$ cat src/rtl/seven_seg_pkg.sv
// Shared constants and types for the seven-segment display blocks.
// Segment codes are active-low a..g; the dp bit is appended separately.
package seven_seg_pkg;

  localparam logic [6:0] SEG_0    = 7'b0000001;
  localparam logic [6:0] SEG_1    = 7'b1001111;
  localparam logic [6:0] SEG_2    = 7'b0010010;
  localparam logic [6:0] SEG_3    = 7'b0000110;
  localparam logic [6:0] SEG_4    = 7'b1001100;
  localparam logic [6:0] SEG_5    = 7'b0100100;
  localparam logic [6:0] SEG_6    = 7'b0100000;
  localparam logic [6:0] SEG_7    = 7'b0001111;
  localparam logic [6:0] SEG_8    = 7'b0000000;
  localparam logic [6:0] SEG_9    = 7'b0001100;
  localparam logic [6:0] SEG_DASH = 7'b1111110;

  localparam logic [7:0] SEG_OFF = 8'hFF;
  localparam logic [3:0] EN_OFF  = 4'b1111;

  typedef enum logic {
    ST_BLANK,
    ST_DRIVE
  } scan_state_e;

endpackage

$ cat src/rtl/bcd_to_seg7.sv
// BCD nibble + dp + blank to an active-low {a..g, dp} segment code.
// Non-decimal nibbles show a dash; blanking keeps the dp honoured.
module bcd_to_seg7
  import seven_seg_pkg::*;
(
  input  logic [3:0] nib,
  input  logic       dp,
  input  logic       blank,
  output logic [7:0] seg
);

  logic [6:0] code;

  always_comb begin
    code = SEG_DASH;
    unique case (nib)
      4'd0:    code = SEG_0;
      4'd1:    code = SEG_1;
      4'd2:    code = SEG_2;
      4'd3:    code = SEG_3;
      4'd4:    code = SEG_4;
      4'd5:    code = SEG_5;
      4'd6:    code = SEG_6;
      4'd7:    code = SEG_7;
      4'd8:    code = SEG_8;
      4'd9:    code = SEG_9;
      default: code = SEG_DASH;
    endcase
    seg = {blank ? 7'h7F : code, ~dp};
  end

endmodule

$ cat src/rtl/seven_seg_scan_ctrl.sv
// Four-digit multiplexed scan controller with a pending load buffer
// that commits at frame boundaries and blank gaps between digits.
module seven_seg_scan_ctrl
  import seven_seg_pkg::*;
#(
  parameter int DIGIT_TICKS = 50000,
  parameter int BLANK_TICKS = 500,
  parameter int CNT_W       = 16
) (
  input  logic        clock,
  input  logic        reset_n,
  input  logic        run,
  input  logic        lzb,
  input  logic        load_valid,
  output logic        load_ready,
  input  logic [15:0] load_digits,
  input  logic [3:0]  load_dp,
  output logic [3:0]  enable,
  output logic [7:0]  sevenseg,
  output logic        frame_done
);

  localparam logic [CNT_W-1:0] D_LAST = CNT_W'(DIGIT_TICKS - 1);
  localparam logic [CNT_W-1:0] B_LAST = CNT_W'(BLANK_TICKS - 1);

  scan_state_e state_q, state_d;
  logic [1:0]       dig_q, dig_d;
  logic [CNT_W-1:0] cnt_q, cnt_d;
  logic [15:0]      act_dig_q, act_dig_d;
  logic [3:0]       act_dp_q, act_dp_d;
  logic [15:0]      pend_dig_q, pend_dig_d;
  logic [3:0]       pend_dp_q, pend_dp_d;
  logic             pending_q, pending_d;
  logic [3:0]       en_q, en_d;
  logic [7:0]       seg_q, seg_d;
  logic             fd_q, fd_d;

  logic       commit;
  logic [3:0] nib;
  logic       dp_sel;
  logic       blank;
  logic       z3, z2, z1;
  logic [7:0] dec_seg;

  assign load_ready = ~pending_q;
  assign enable     = en_q;
  assign sevenseg   = seg_q;
  assign frame_done = fd_q;

  assign nib    = act_dig_q[{dig_q, 2'b00} +: 4];
  assign dp_sel = act_dp_q[dig_q];
  assign z3     = (act_dig_q[15:12] == 4'd0);
  assign z2     = (act_dig_q[11:8] == 4'd0);
  assign z1     = (act_dig_q[7:4] == 4'd0);

  // Blanking cascades down from the most significant digit.
  always_comb begin
    blank = 1'b0;
    unique case (dig_q)
      2'd3:    blank = lzb & z3;
      2'd2:    blank = lzb & z3 & z2;
      2'd1:    blank = lzb & z3 & z2 & z1;
      default: blank = 1'b0;
    endcase
  end

  bcd_to_seg7 u_dec (
    .nib   (nib),
    .dp    (dp_sel),
    .blank (blank),
    .seg   (dec_seg)
  );

  always_comb begin
    state_d    = state_q;
    dig_d      = dig_q;
    cnt_d      = cnt_q;
    act_dig_d  = act_dig_q;
    act_dp_d   = act_dp_q;
    pend_dig_d = pend_dig_q;
    pend_dp_d  = pend_dp_q;
    pending_d  = pending_q;
    en_d       = en_q;
    seg_d      = seg_q;
    fd_d       = 1'b0;
    commit     = 1'b0;

    if (!run) begin
      state_d = ST_BLANK;
      dig_d   = 2'd0;
      cnt_d   = '0;
      en_d    = EN_OFF;
      seg_d   = SEG_OFF;
      commit  = pending_q;
    end else begin
      unique case (state_q)
        ST_BLANK: begin
          if (cnt_q == B_LAST) begin
            state_d = ST_DRIVE;
            cnt_d   = '0;
            en_d    = ~(4'b0001 << dig_q);
            seg_d   = dec_seg;
          end else begin
            cnt_d = cnt_q + 1'b1;
          end
        end
        ST_DRIVE: begin
          if (cnt_q == D_LAST) begin
            state_d = ST_BLANK;
            cnt_d   = '0;
            dig_d   = dig_q + 2'd1;
            en_d    = EN_OFF;
            seg_d   = SEG_OFF;
            if (dig_q == 2'd3) begin
              fd_d   = 1'b1;
              commit = pending_q;
            end
          end else begin
            cnt_d = cnt_q + 1'b1;
          end
        end
        default: state_d = ST_BLANK;
      endcase
    end

    // Commit needs pending set, a load needs it clear: never both.
    if (commit) begin
      act_dig_d = pend_dig_q;
      act_dp_d  = pend_dp_q;
      pending_d = 1'b0;
    end
    if (load_valid && !pending_q) begin
      pend_dig_d = load_digits;
      pend_dp_d  = load_dp;
      pending_d  = 1'b1;
    end
  end

  always_ff @(posedge clock or negedge reset_n) begin
    if (!reset_n) begin
      state_q    <= ST_BLANK;
      dig_q      <= 2'd0;
      cnt_q      <= '0;
      act_dig_q  <= '0;
      act_dp_q   <= '0;
      pend_dig_q <= '0;
      pend_dp_q  <= '0;
      pending_q  <= 1'b0;
      en_q       <= EN_OFF;
      seg_q      <= SEG_OFF;
      fd_q       <= 1'b0;
    end else begin
      state_q    <= state_d;
      dig_q      <= dig_d;
      cnt_q      <= cnt_d;
      act_dig_q  <= act_dig_d;
      act_dp_q   <= act_dp_d;
      pend_dig_q <= pend_dig_d;
      pend_dp_q  <= pend_dp_d;
      pending_q  <= pending_d;
      en_q       <= en_d;
      seg_q      <= seg_d;
      fd_q       <= fd_d;
    end
  end

endmodule

$ cat config.mk
export PLATFORM = sky130hd
export DESIGN_NAME = seven_seg_scan_ctrl
export DESIGN_NICKNAME = d
export VERILOG_FILES = /design/src/rtl/seven_seg_pkg.sv /design/src/rtl/bcd_to_seg7.sv /design/src/rtl/seven_seg_scan_ctrl.sv
export SDC_FILE = /design/constraint.sdc
export NUM_CORES = 1
export LEC_CHECK = 0
export ABC_AREA = 0
export CAP_MARGIN = 10
export CORE_AREA = 10 10 92 94
export CTS_CLUSTER_SIZE = 40
export DETAILED_ROUTE_END_ITERATION = 8
export DIE_AREA = 0 0 102 104
export HOLD_SLACK_MARGIN = 0.15
export PLACE_DENSITY = 0.82
export SETUP_SLACK_MARGIN = 0.05
export SYNTH_ARGS = -nofsm -noshare
export SYNTH_HDL_FRONTEND = slang
export SYNTH_SLANG_ARGS = --single-unit
export TNS_END_PERCENT = 1
$ cat constraint.sdc
create_clock -name clock -period 5.2 [get_ports clock]
set_input_delay 1.3 -clock clock [delete_from_list [all_inputs] [get_ports clock]]
set_output_delay 1.3 -clock clock [all_outputs]
set_load 0.02 [all_outputs]
==> run summary <==
Share of synthesized flip-flops with an asynchronous set or reset: 100%
Place WS: 1.76 ns
Vias/cell: 5.46
Slew headroom: 41.1%
Setup WS post-layout: 2.11 ns
Share of the synthesized area in the top cell type: 43.3%
Part of the power in registers: 50.2%
R2R cell count: 5
Worst-skew pair later-pin latency: 0.34 ns
CORE AREA: 0.00668 mm²
Cells along the critical path: clkdlybuf4s50_1 > o41ai_2 > nand2_1 > mux2_1
VDD IR max: 262 µV
DP HPWL: 4720 µm
Syn nets: 317
Status: completed
Hold path start: pend_dig_q[10]$_DFFE_PN0P_
Clock power frac: 24.8%
Row count: 30
Int Power: 1.13 mW
Most frequent cells in the layout: dfrtp_1, clkdlybuf4s50_1, mux2_2
Drt wl/cell: 15.7 µm
Leading area contributor after synthesis: dfrtp_1
Period utilization: 59.4%
Vias in the first global route: 2376
Mapped Area: 0.00352 mm²
Initial Util: 52.7%
Clock transition at path regs: 0.07 ns
Post-synthesis simple-gate area fraction: 10.6%
Hold crit path type: register to register
Setup TNS: 0 ns
Switching power: 0.452 mW
Clock root buffer: clkbuf_8
CTS Hold Bufs: 0
Worst EP arrival: 3.30 ns
Syn. warnings: 0
Final Hold Vio Count: 0
Critical Path Sink Type: register
Number of flops mapped to enable cells by yosys: 0
FMAX: 324 MHz
Crit path buffers/inverters: 1
DR pass1 iterations: 4
Distinct cell type count after synthesis: 44
Clk sinks: 73
Setup violators final: 0
Num CTS Buffers: 9
Tot GR Track Use: 13.2%
Most common cell after layout, fill and taps aside: dfrtp_1
First-pass GRT wire length: 11500 µm
Multiplexer share of the synthesized area: 21.1%
Worst Tran Pin Value: 0.884 ns
Slowest cell on crit path: clkdlybuf4s50_1
Die X: 102 µm
WHS: 0.487 ns
Synth Instances: 280
Lkg Pwr: 1.69 nW
RSZ-0062 raised after global routing: false
Fin crit period: 3.09 ns
Fin Clk Skew: 0.0104 ns
Net Sw Frac: 28.6%
Crit Path Category: primary input to register
Req. time, crit path: 5.41 ns
End of the worst hold path: act_dig_q[10]$_DFFE_PN0P_
Setup slack, reg-to-reg: 2.44 ns
Share of cells above drive strength 1: 21.0%
CP max stage delay: 0.76 ns
Number of diodes: 0
Placed Cells: 388
#FFs+latches synth: 73
Pwr/cell area: 384 mW/mm²
Area share of fa/ha/maj cells after synthesis: 4.26%
TritonCTS clock tree: yes
Mapped Avg Cell Area: 12.6 µm²
DIE HEIGHT: 104 µm
IO Port Bufs: 38
Cell Count, Final, Fillers Out: 404
CTS Buffer Depth: 2
Post-CTS setup buffers: 0
Gate power share: 25.0%
Ys flop type: dfrtp_1
Final wirelength: 6360 µm
Fin. max-slew vios: 0
Reg2Reg Capture Point: act_dig_q[9]$_DFFE_PN0P_
Crit path max-delay family: buffers and inverters
Antenna-violating nets left: 0
Post-cts sizing count: 0
Largest net degree at the start of global routing: 74
H-tree levels: 3
Ports: 39
XOR/XNOR share of the synthesized area: 3.73%
Syn-to-layout area delta: 16.6%
Antenna violations before repair: 0
Startpoint Class: primary input
Die area: 0.0106 mm²
Nets: 356
Drt initial violations: 88
Area fraction in compound gates after synthesis: 4.58%
Worst R2R Start: cnt_q[11]$_DFF_PN0_
Post-synthesis sequential area ratio: 52.3%
DRC: 0
Hold Crit Depth: 1
Largest cells by area after synthesis: dfrtp_1, dfstp_2, mux2_2, mux2_1, ha_1
CP max FO: 20
Placer Congestion: 0.833
Grt total ovfl: 0
Max_cap viols: 0
DR vias: 2205
Largest family of logic cells by synthesized area: multiplexers
## per-layer routing
layer,global-route usage [%],wire length [µm],vias to the layer above
met5,0,0,-
met1,17.0,2900,1095
li1,-,-,1053
met3,3.19,244,13
met4,4.94,131,0
met2,20.8,3080,44
## power groups by stage
| stage | combinational [mW] | sequential [mW] | clock [mW] |
|---|---|---|---|
| 3_5_place_dp | 0.397 | 0.805 | 0 |
| 6_report | 0.394 | 0.792 | 0.391 |
| 5_1_grt | 0.440 | 0.811 | 0.429 |
| 3_3_place_gp | 0.378 | 0.797 | 0 |
| 4_1_cts | 0.401 | 0.795 | 0.401 |
| 2_1_floorplan | 0.251 | 0.802 | 0 |
## worst reg2reg max path: stages (launching register included)
cell,delay [ns]
dfrtp_1,0.43
nor4_1,0.38
nand4_1,0.29
o41ai_2,0.43
nand2_1,0.57
mux2_1,0.54
## synthesized netlist by cell type, types with 2 or more instances
master and number:
dfrtp_1 61, mux4_2 5, or4_1 2, nor2_1 24
xor2_1 8, and3_1 2, nand4_1 5, clkbuf_1 5
dfstp_2 12, a21oi_1 4, nand3_1 7, o21a_1 2
o21ai_0 5, inv_1 10, xnor2_1 7, mux2_4 3
ha_1 12, nor2b_1 2, a211oi_1 2, mux2i_1 8
nor4_1 3, buf_6 2, nand2_1 23, buf_2 3
mux2_2 25, mux2_1 20
## through the flow
step	power [mW]	area, µm²	util, %
after global routing	1.68	4110	61.5
after CTS	1.60	4110	61.5
after floorplan	1.05	3520	-
after detailed placement	1.20	3930	58.9
final	1.58	4110	61.5
after global placement	1.18	3930	58.9
## registers in the layout, indices dropped and copies added (netlist names)
| name | flops |
|---|---|
| pend_dig_q | 16 |
| pending_q | 1 |
| sevenseg | 8 |
| dig_q | 2 |
| frame_done | 1 |
| state_q | 1 |
| act_dig_q | 16 |
| cnt_q | 16 |
| act_dp_q | 4 |
| enable | 4 |
| pend_dp_q | 4 |
## area by class of cell
class,instances,area (µm²)
clock buffers,14,163
clock inverters,2,12.5
multi-input cells,184,1560
inverters,11,41.3
flip-flops and latches,73,1840
repair buffers,40,390
well taps,80,100
fillers,526,2570
## kinds of logic after synthesis
kind of cell,count (synthesis)
simple gates,77
flops,73
mux,61
buf+inv,23
compound gates,19
xor+xnor,15
fa+ha+maj,12
## how the worst max path moves through the flow
stage,start,endpoint,depth (start not counted)
floorplan,lzb,sevenseg[7]$_DFFE_PN1P_,5
global placement,lzb,sevenseg[7]$_DFFE_PN1P_,6
detailed placement,lzb,sevenseg[2]$_DFFE_PN1P_,6
CTS,run,act_dig_q[9]$_DFFE_PN0P_,4
global route,run,act_dig_q[9]$_DFFE_PN0P_,4
finish,run,act_dig_q[9]$_DFFE_PN0P_,4
(Power assumes the default switching activity.)
